### src/rtl/pipe_pkg.sv
// Shared types and helpers for the control pipeline register chain.
package pipe_pkg;

    // Decode-to-execute control bundle, one bit per control signal.
    typedef struct packed {
        logic       alu_src;
        logic       branch;
        logic [1:0] alu_ctrl;
        logic       mem_write;
        logic       mem_to_reg;
        logic       reg_dest;
        logic       reg_write;
    } ctrl_t;

    localparam int CTRL_W = $bits(ctrl_t);

    // All write enables low, so an injected bubble behaves as a NOP.
    localparam ctrl_t CTRL_BUBBLE = 8'h00;

    // Number of set bits; used to derive the occupancy count.
    function automatic logic [31:0] popcount(input logic [31:0] vec);
        logic [31:0] cnt;
        cnt = 32'd0;
        for (int i = 0; i < 32; i++) begin
            cnt = cnt + {31'd0, vec[i]};
        end
        return cnt;
    endfunction

endpackage

### src/rtl/pipe_ctrl_chain_if.sv
// Handshake/data bundle between the producer/controller and the chain.
interface pipe_ctrl_chain_if #(
    parameter int WIDTH = 8,
    parameter int DEPTH = 3
);
    localparam int OCC_W = $clog2(DEPTH + 1);

    logic [WIDTH-1:0] data_i;
    logic             valid_i;
    logic [DEPTH-1:0] stall_i;
    logic [DEPTH-1:0] flush_i;
    logic             in_ready_o;
    logic [WIDTH-1:0] data_o;
    logic             valid_o;
    logic [DEPTH-1:0] stage_valid_o;
    logic [OCC_W-1:0] occupancy_o;

    modport master (
        output data_i, valid_i, stall_i, flush_i,
        input  in_ready_o, data_o, valid_o, stage_valid_o, occupancy_o
    );

    modport slave (
        input  data_i, valid_i, stall_i, flush_i,
        output in_ready_o, data_o, valid_o, stage_valid_o, occupancy_o
    );
endinterface

### src/rtl/pipe_stage.sv
// One pipeline stage: payload register plus valid bit.
// Priority is flush > hold > load; an invalid stage always carries BUBBLE.
module pipe_stage #(
    parameter int               WIDTH  = 8,
    parameter logic [WIDTH-1:0] BUBBLE = {WIDTH{1'b0}}
) (
    input  logic             clk,
    input  logic             reset,
    input  logic             flush,
    input  logic             hold,
    input  logic [WIDTH-1:0] in_data,
    input  logic             in_valid,
    output logic [WIDTH-1:0] data,
    output logic             valid,
    output logic             valid_nxt
);

    logic [WIDTH-1:0] data_nxt;

    // Next-state selection for payload and valid bit.
    always_comb begin
        data_nxt  = data;
        valid_nxt = valid;
        if (flush) begin
            data_nxt  = BUBBLE;
            valid_nxt = 1'b0;
        end else if (hold) begin
            data_nxt  = data;
            valid_nxt = valid;
        end else if (in_valid) begin
            data_nxt  = in_data;
            valid_nxt = 1'b1;
        end else begin
            data_nxt  = BUBBLE;
            valid_nxt = 1'b0;
        end
    end

    // Stage register with asynchronous clear to a bubble.
    always_ff @(posedge clk or posedge reset) begin
        if (reset) begin
            data  <= BUBBLE;
            valid <= 1'b0;
        end else begin
            data  <= data_nxt;
            valid <= valid_nxt;
        end
    end

endmodule

### src/rtl/pipe_ctrl_chain.sv
// Parametrised control/data pipeline chain with per-stage stall, flush,
// bubble insertion and registered occupancy count.
module pipe_ctrl_chain
    import pipe_pkg::*;
#(
    parameter int               WIDTH  = 8,
    parameter int               DEPTH  = 3,
    parameter logic [WIDTH-1:0] BUBBLE = {WIDTH{1'b0}}
) (
    input  logic                clk,
    input  logic                reset,
    pipe_ctrl_chain_if.slave    bus
);

    localparam int OCC_W = $clog2(DEPTH + 1);

    logic [DEPTH-1:0] hold;
    logic [DEPTH-1:0] stage_valid;
    logic [DEPTH-1:0] valid_nxt;
    logic [WIDTH-1:0] stage_data [DEPTH];
    logic [OCC_W-1:0] occ_r;

    // A stall freezes its own stage and everything upstream of it.
    always_comb begin
        hold            = {DEPTH{1'b0}};
        hold[DEPTH-1]   = bus.stall_i[DEPTH-1];
        for (int k = DEPTH - 2; k >= 0; k--) begin
            hold[k] = bus.stall_i[k] | hold[k+1];
        end
    end

    for (genvar k = 0; k < DEPTH; k++) begin : g_stage
        logic [WIDTH-1:0] in_data;
        logic             in_valid;

        if (k == 0) begin : g_head
            assign in_data  = bus.data_i;
            assign in_valid = bus.valid_i;
        end else begin : g_body
            // A frozen upstream stage hands a bubble downstream.
            assign in_data  = stage_data[k-1];
            assign in_valid = stage_valid[k-1] & ~hold[k-1];
        end

        pipe_stage #(
            .WIDTH  (WIDTH),
            .BUBBLE (BUBBLE)
        ) u_stage (
            .clk       (clk),
            .reset     (reset),
            .flush     (bus.flush_i[k]),
            .hold      (hold[k]),
            .in_data   (in_data),
            .in_valid  (in_valid),
            .data      (stage_data[k]),
            .valid     (stage_valid[k]),
            .valid_nxt (valid_nxt[k])
        );
    end

    // Occupancy tracks the popcount of the valid bits being loaded this edge.
    always_ff @(posedge clk or posedge reset) begin
        if (reset) begin
            occ_r <= {OCC_W{1'b0}};
        end else begin
            occ_r <= OCC_W'(popcount(32'(valid_nxt)));
        end
    end

    assign bus.in_ready_o    = ~hold[0];
    assign bus.data_o        = stage_data[DEPTH-1];
    assign bus.valid_o       = stage_valid[DEPTH-1];
    assign bus.stage_valid_o = stage_valid;
    assign bus.occupancy_o   = occ_r;

endmodule
### src/flat_wrapper.sv
// flat-port wrapper written by rule: the top's interface ports become plain ports
module pipe_ctrl_chain_flat import pipe_pkg::*;
#(
    parameter int               WIDTH  = 8,
    parameter int               DEPTH  = 3,
    parameter logic [WIDTH-1:0] BUBBLE = {WIDTH{1'b0}}
)
  (clk, reset, bus_data_i, bus_valid_i, bus_stall_i, bus_flush_i, bus_in_ready_o, bus_data_o, bus_valid_o, bus_stage_valid_o, bus_occupancy_o);
  pipe_ctrl_chain_if #(.WIDTH(WIDTH), .DEPTH(DEPTH)) bus_i ();
  input  logic clk;
  input  logic reset;
  input wire logic [$bits(bus_i.data_i)-1:0] bus_data_i;
  input wire logic [$bits(bus_i.valid_i)-1:0] bus_valid_i;
  input wire logic [$bits(bus_i.stall_i)-1:0] bus_stall_i;
  input wire logic [$bits(bus_i.flush_i)-1:0] bus_flush_i;
  output wire logic [$bits(bus_i.in_ready_o)-1:0] bus_in_ready_o;
  output wire logic [$bits(bus_i.data_o)-1:0] bus_data_o;
  output wire logic [$bits(bus_i.valid_o)-1:0] bus_valid_o;
  output wire logic [$bits(bus_i.stage_valid_o)-1:0] bus_stage_valid_o;
  output wire logic [$bits(bus_i.occupancy_o)-1:0] bus_occupancy_o;
  assign bus_i.data_i = bus_data_i;
  assign bus_i.valid_i = bus_valid_i;
  assign bus_i.stall_i = bus_stall_i;
  assign bus_i.flush_i = bus_flush_i;
  assign bus_in_ready_o = bus_i.in_ready_o;
  assign bus_data_o = bus_i.data_o;
  assign bus_valid_o = bus_i.valid_o;
  assign bus_stage_valid_o = bus_i.stage_valid_o;
  assign bus_occupancy_o = bus_i.occupancy_o;
  pipe_ctrl_chain #(.WIDTH(WIDTH), .DEPTH(DEPTH), .BUBBLE(BUBBLE)) u_core (.clk(clk), .reset(reset), .bus(bus_i));
endmodule
### config.mk
export PLATFORM = sky130hd
export DESIGN_NAME = pipe_ctrl_chain_flat
export DESIGN_NICKNAME = d
export VERILOG_FILES = /design/src/rtl/pipe_pkg.sv /design/src/rtl/pipe_ctrl_chain_if.sv /design/src/rtl/pipe_stage.sv /design/src/rtl/pipe_ctrl_chain.sv /design/src/flat_wrapper.sv
export SDC_FILE = /design/constraint.sdc
export NUM_CORES = 1
export LEC_CHECK = 0
export ABC_AREA = 1
export BUFFER_PORTS_ARGS = -buffer_cell sky130_fd_sc_hd__buf_2
export CAP_MARGIN = 20
export CORE_MARGIN = 2
export CORE_UTILIZATION = 49
export DETAILED_ROUTE_END_ITERATION = 8
export PLACE_DENSITY = 0.79
export REMOVE_ABC_BUFFERS = 1
export SLEW_MARGIN = 20
export SYNTH_ARGS = -nofsm -noshare
export SYNTH_HDL_FRONTEND = slang
export SYNTH_HIERARCHICAL = 1
export SYNTH_SLANG_ARGS = --single-unit
### constraint.sdc
create_clock -name clk -period 1.7 [get_ports clk]
set_input_delay 0 -clock clk [delete_from_list [all_inputs] [get_ports clk]]
set_output_delay 0 -clock clk [all_outputs]
set_load 0.05 [all_outputs]
* After elaboration in Yosys (flattened, before gate mapping)
Cells that the tools add are included.
** Operators by class
- $add $sub $neg :: 2
- Multipliers :: 0
- Div/mod/pow operators :: 0
- Magnitude comparators :: 0
- Eq/ne operators :: 3
- Shifts and indexed selects :: 0
- Multiplexer cells :: 18
- Bitwise logic cells :: 6
- Reduce and logical (&&, ||, !) cells :: 0
** Operator list (count)
- two-way mux 8 bit :: 9
- two-way mux 1 bit :: 9
- != test 2 bit, second input constant :: 2
- adder 1 x 1 -> 2 bit :: 1
- adder 2 x 1 -> 2 bit :: 1
- bitwise AND 1 bit :: 2
- != test 2 x 1 -> 1 bit, second input constant :: 1
- inverter 1 bit :: 2
- OR 1 bit :: 2
** Word-level totals
- Flip-flop bits (word level) :: 29
- Latch bits :: 0
- RAM bits :: 0
- Bits in read-only memories :: 0
- Input port bits :: 17
- Output and inout port bits :: 15
- Logic and storage cells :: 36
- Memories kept :: 0

* Depth between registers and ports, before layout
- Depth after elaboration :: 9
- Gate-level depth with buffers :: 8
- Gate-level depth less buffers :: 8

* Cells and area by module
The synthesis kept the hierarchy.
** Modules (own cells, without submodules)
- pipe_stage :: times used 3, cells an instance 59, area each 439.2 um^2, seq. area each 225.2 um^2
- pipe_ctrl_chain :: times used 1, cells an instance 14, area each 122.6 um^2, seq. area each 50.0 um^2

* Worst setup path after synthesis
OpenSTA, ideal clock, no wires.
- Path kind :: flip-flop to flip-flop
- Start :: reg u_core.g_stage[0].u_stage.valid
- End :: reg u_core.occ_r[0], in the netlist u_core/bus.occupancy_o[0]
- Setup time :: 0.136 ns
- Arrival time :: 1.649 ns
- Data required time :: 1.564 ns
- Path slack :: -0.085 ns
- Cell stages (with the launch flop) :: 8
- Buffers on the path :: 0
- Period minus slack after synthesis :: 1.785 ns
- Path through :: dfrtp_1 inv_1 nor2_2 inv_1 nor2_2 nand2_1 nand2_1 fa_1
** Between the ends
- Longest elaborated chain between the ends :: 6
- Elaborated cells on any way between the ends :: 8
- Those cells by class :: add/sub: 2; mux: 5; bitwise: 1
** RTL lines
- from (decl) :: line pipe_stage.sv:14 : output logic valid,
- from (signal assigned) :: line pipe_stage.sv:46 : valid <= valid_nxt;
- bitwise AND 1 bit :: line pipe_ctrl_chain.sv:42 : assign in_valid = stage_valid[k-1] & ~hold[k-1];
- net u_core.g_stage[1].in_valid :: line pipe_ctrl_chain.sv:34 : logic in_valid;
- two-way mux 1 bit :: line pipe_stage.sv:30 : end else if (in_valid) begin
- two-way mux 1 bit :: line pipe_stage.sv:27 : end else if (hold) begin
- two-way mux 1 bit :: line pipe_stage.sv:24 : if (flush) begin
- net u_core.valid_nxt[1] :: line pipe_ctrl_chain.sv:19 : logic [DEPTH-1:0] valid_nxt;
- adder 1 x 1 -> 2 bit :: line pipe_pkg.sv:25 : cnt = cnt + {31'd0, vec[i]};
- adder 2 x 1 -> 2 bit :: line pipe_pkg.sv:25
- to (signal assigned) :: line pipe_ctrl_chain.sv:64 : occ_r <= {OCC_W{1'b0}};
- to (signal assigned) :: line pipe_ctrl_chain.sv:66 : occ_r <= OCC_W'(popcount(32'(valid_nxt)));
- to (decl) :: line pipe_ctrl_chain.sv:21 : logic [OCC_W-1:0] occ_r;
The timed path passes the listed nets, and every way through them passes these cells.
A chain may end at the register's enable or synchronous reset.

* Final worst setup path
Ends and elaborated chain as after synthesis.

==> metrics.md <==
| Metric | Value |
|---|---|
| Total Routing Usage GR | `0.179` |
| Core box area | `2780 um2` |
| Period utilization | `0.847` |
| Metal-1 WL | `1070 um` |
| WP data required | `1.89 ns` |
| Worst Hold Class | `in -> reg` |
| Synth area leaders | `dfrtp_1 50%, nand2_1 21%, inv_1 11%` |
| Synth Flop Type | `dfrtp_1` |
| Top Ports | `32` |
| Initial DRC count | `31` |
| Final setup fails | `0` |
| Unrepaired setup endpoints after global routing | `false` |
| Sequential area share after synthesis | `0.504` |
| Initial Utilization | `0.518` |
| Area leader, netlist | `dfrtp_1` |
| Psw | `0.296 mW` |
| Post-layout power | `~1.2 mW` |
| Ys Warns | `6` |
| Int Pwr | `0.936 mW` |
| Max cap viols | `0` |
| CTS tree | `yes` |
| Clock power share | `0.335` |
| Clock sink count | `29` |
| Htree depth | `2` |
| DP Cell Count | `between 200 and 300` |
| Vias in the first global route | `1,071` |
| Crit path DAT | `1.63 ns` |
| Final Hold Fails | `0` |
| Crit path kind | `reg -> reg` |
| Most frequent cell after synthesis | `nand2_1` |
| Reg power frac | `0.566` |
| # port buffers | `31` |
| Clk buf depth | `2` |
| Layout cells sized above 1 | `0.207` |
| Clock Latency Late Sink | `0.32 ns` |
| Clock Root Buffer | `clkbuf_4` |
| Yosys reg bits | `29` |
| F_max | `695 MHz` |
| Routed wl met3 | `approximately 95 um` |
| Final Critical Period | `1.44 ns` |
| Final Wtd Congestion | `0.780` |
| Vias per cell | `4.21` |
| DR top layer | `met4` |
| Slowest-stage cell, CP | `fa_1` |
| TritonRoute pass-1 iters | `4` |
| Mean Syn Cell Area | `7.54 um2` |
| Setup Fix Bufs, Post-CTS | `0` |
| Setup crit end kind | `flop` |
| CP bufs+invs | `2` |
| CP Max Fanout | `3` |
| Delay-heaviest family, CP | `adder cells` |
| Worst slew pin tran | `0.339 ns` |
| ANT nets after route | `0` |
| Logic pwr share | `0.099` |
| Worst Setup Start Kind | `flop` |
| Ys async rst share | `1.00` |
| Total length of routed met2 wires | `1250 um` |
| Yosys top cell area share | `0.504` |
| Post-route insts no fill | `around 270` |
| Cts bufs inserted | `5` |
| Mapped Area | `between 1000 and 1500 um2` |
| Switching fraction of total power | `0.240` |
| Routed WL | `2480 um` |
| Layout Area Growth over Synthesis | `22.2%` |
| Largest net degree at the start of global routing | `11` |
| Worst-path cell chain | `inv_1 -> nor2_2 -> inv_1 -> nor2_2 -> nand2_1 -> nand2_1 -> fa_1` |
| Overflow after GRT | `0` |
| DRC | `0` |
| Lkg Pwr | `1.09 nW` |
| Number of flops mapped to enable cells by yosys | `0` |
| Fin area | `between 1500 and 2000 um2` |
| Die W | `between 50 and 60 um` |
| Ant diodes | `0` |
| PwrDens | `approximately 700 nW/um2` |
| Routed vias | `around 1,100` |
| Final hold slack | `~0.04 ns` |
| DP Area | `1620 um2` |
| Clock slew at reported path FFs | `about 0.090 ns` |
| Wire per inst | `9.25 um` |
| Largest stage delay on the critical path | `between 0.4 and 0.5 ns` |
| Yosys cell types | `10` |
| Row cnt | `19` |
| Clock Skews | `~0.012 ns` |
| Hold_buf cts | `9` |
| Slew headroom | `0.774` |
| Initial antenna violation count | `0` |
| Setup slack, reg-to-reg | `0.26 ns` |
| Nets | `255` |
| Hpwl dp | `about 1800 um` |
| Fin. max-slew vios | `0` |
| First-pass GRT wire length | `~4500 um` |
| Outcome | `finished clean` |
| Die Span Y | `58.2 um` |
| Syn Inst Count | `191` |
| Max VDD drop | `0.556 mV` |
| Synth cell count leaders | `81 x nand2_1, 42 x inv_1, 29 x dfrtp_1` |
| Post-CTS Resized | `0` |
| Die Footprint | `3390 um2` |
==> registers in the layout, indices dropped and copies added, names as in the netlist <==
signal / cells
u_core/g_stage.u_stage/valid: 3
u_core/g_stage.u_stage/data: 24
u_core/bus.occupancy_o: 2
==> final timing paths <==
path | start | to | cells after the start
max | u_core/g_stage[0].u_stage/valid$_DFF_PP0_ | u_core/bus.occupancy_o[0]$_DFF_PP0_ | 7
min | bus_stall_i[2] | u_core/g_stage[2].u_stage/valid$_DFF_PP0_ | 4
max reg2reg | u_core/g_stage[0].u_stage/valid$_DFF_PP0_ | u_core/bus.occupancy_o[0]$_DFF_PP0_ | 7
min reg2reg | u_core/g_stage[2].u_stage/data[1]$_DFFE_PP0P_ | u_core/g_stage[2].u_stage/data[1]$_DFFE_PP0P_ | 2
max in group asynchronous | reset | u_core/g_stage[0].u_stage/data[2]$_DFFE_PP0P_ | 3
min in group asynchronous | reset | u_core/bus.occupancy_o[1]$_DFF_PP0_ | 3
==> cell usage in the layout (no fill, tap or decap) <==
cell type and instances:
nor2_2 5, clkbuf_1 1, inv_1 42, dfrtp_1 29
nor2_8 3, buf_2 31, nor2_1 25, nand2_1 81
buf_4 3, nand2_2 1, clkbuf_4 5, fa_1 1
clkbuf_8 1, dlygate4sd3_1 9
==> worst register-to-register path: stages, from the launching register on <==
cell and delay (ns):
dfrtp_1 0.39, inv_1 0.06, nor2_2 0.09, inv_1 0.05, nor2_2 0.10, nand2_1 0.07, nand2_1 0.11, fa_1 0.44
==> stage by stage <==
stage | utilization | setup WS [ns] | TNS, ns
after CTS | 0.633 | 0.249 | 0
after global routing | 0.633 | 0.117 | 0
after global placement | 0.581 | 0.341 | 0
after floorplan | - | -0.0851 | -0.0851
after detailed placement | 0.581 | 0.288 | 0
final | 0.633 | 0.261 | 0
==> per-layer routing <==
metal | GRT usage | up-vias
li1 | - | 619
met1 | 0.193 | 472
met2 | 0.321 | 31
met3 | 0.0491 | 6
met4 | 0.0897 | 0
met5 | 0 | -
==> kinds of logic after synthesis <==
group | share of synthesized area
AND/OR/NAND/NOR | 0.344
buffers and inverters | 0.138
flip-flops | 0.504
adder cells (fa/ha/maj) | 0.0139
==> power by group through the flow <==
stage	sequential, mW	combinational, mW	clock [mW]
after floorplan	0.716	0.0575	0
after global placement	0.711	0.105	0
after detailed placement	0.711	0.107	0
after CTS	0.697	0.123	0.431
after global routing	0.698	0.138	0.458
final	0.697	0.122	0.413
==> cell type report <==
cell class              instances  area [um2]
inverters                      42         158
clock buffers                   7        55.1
fillers                       254        1020
repair buffers                 43         268
well taps                      31        38.8
flip-flops and latches         29         726
multi-input cells             116         515
(Power assumes the default switching activity.)
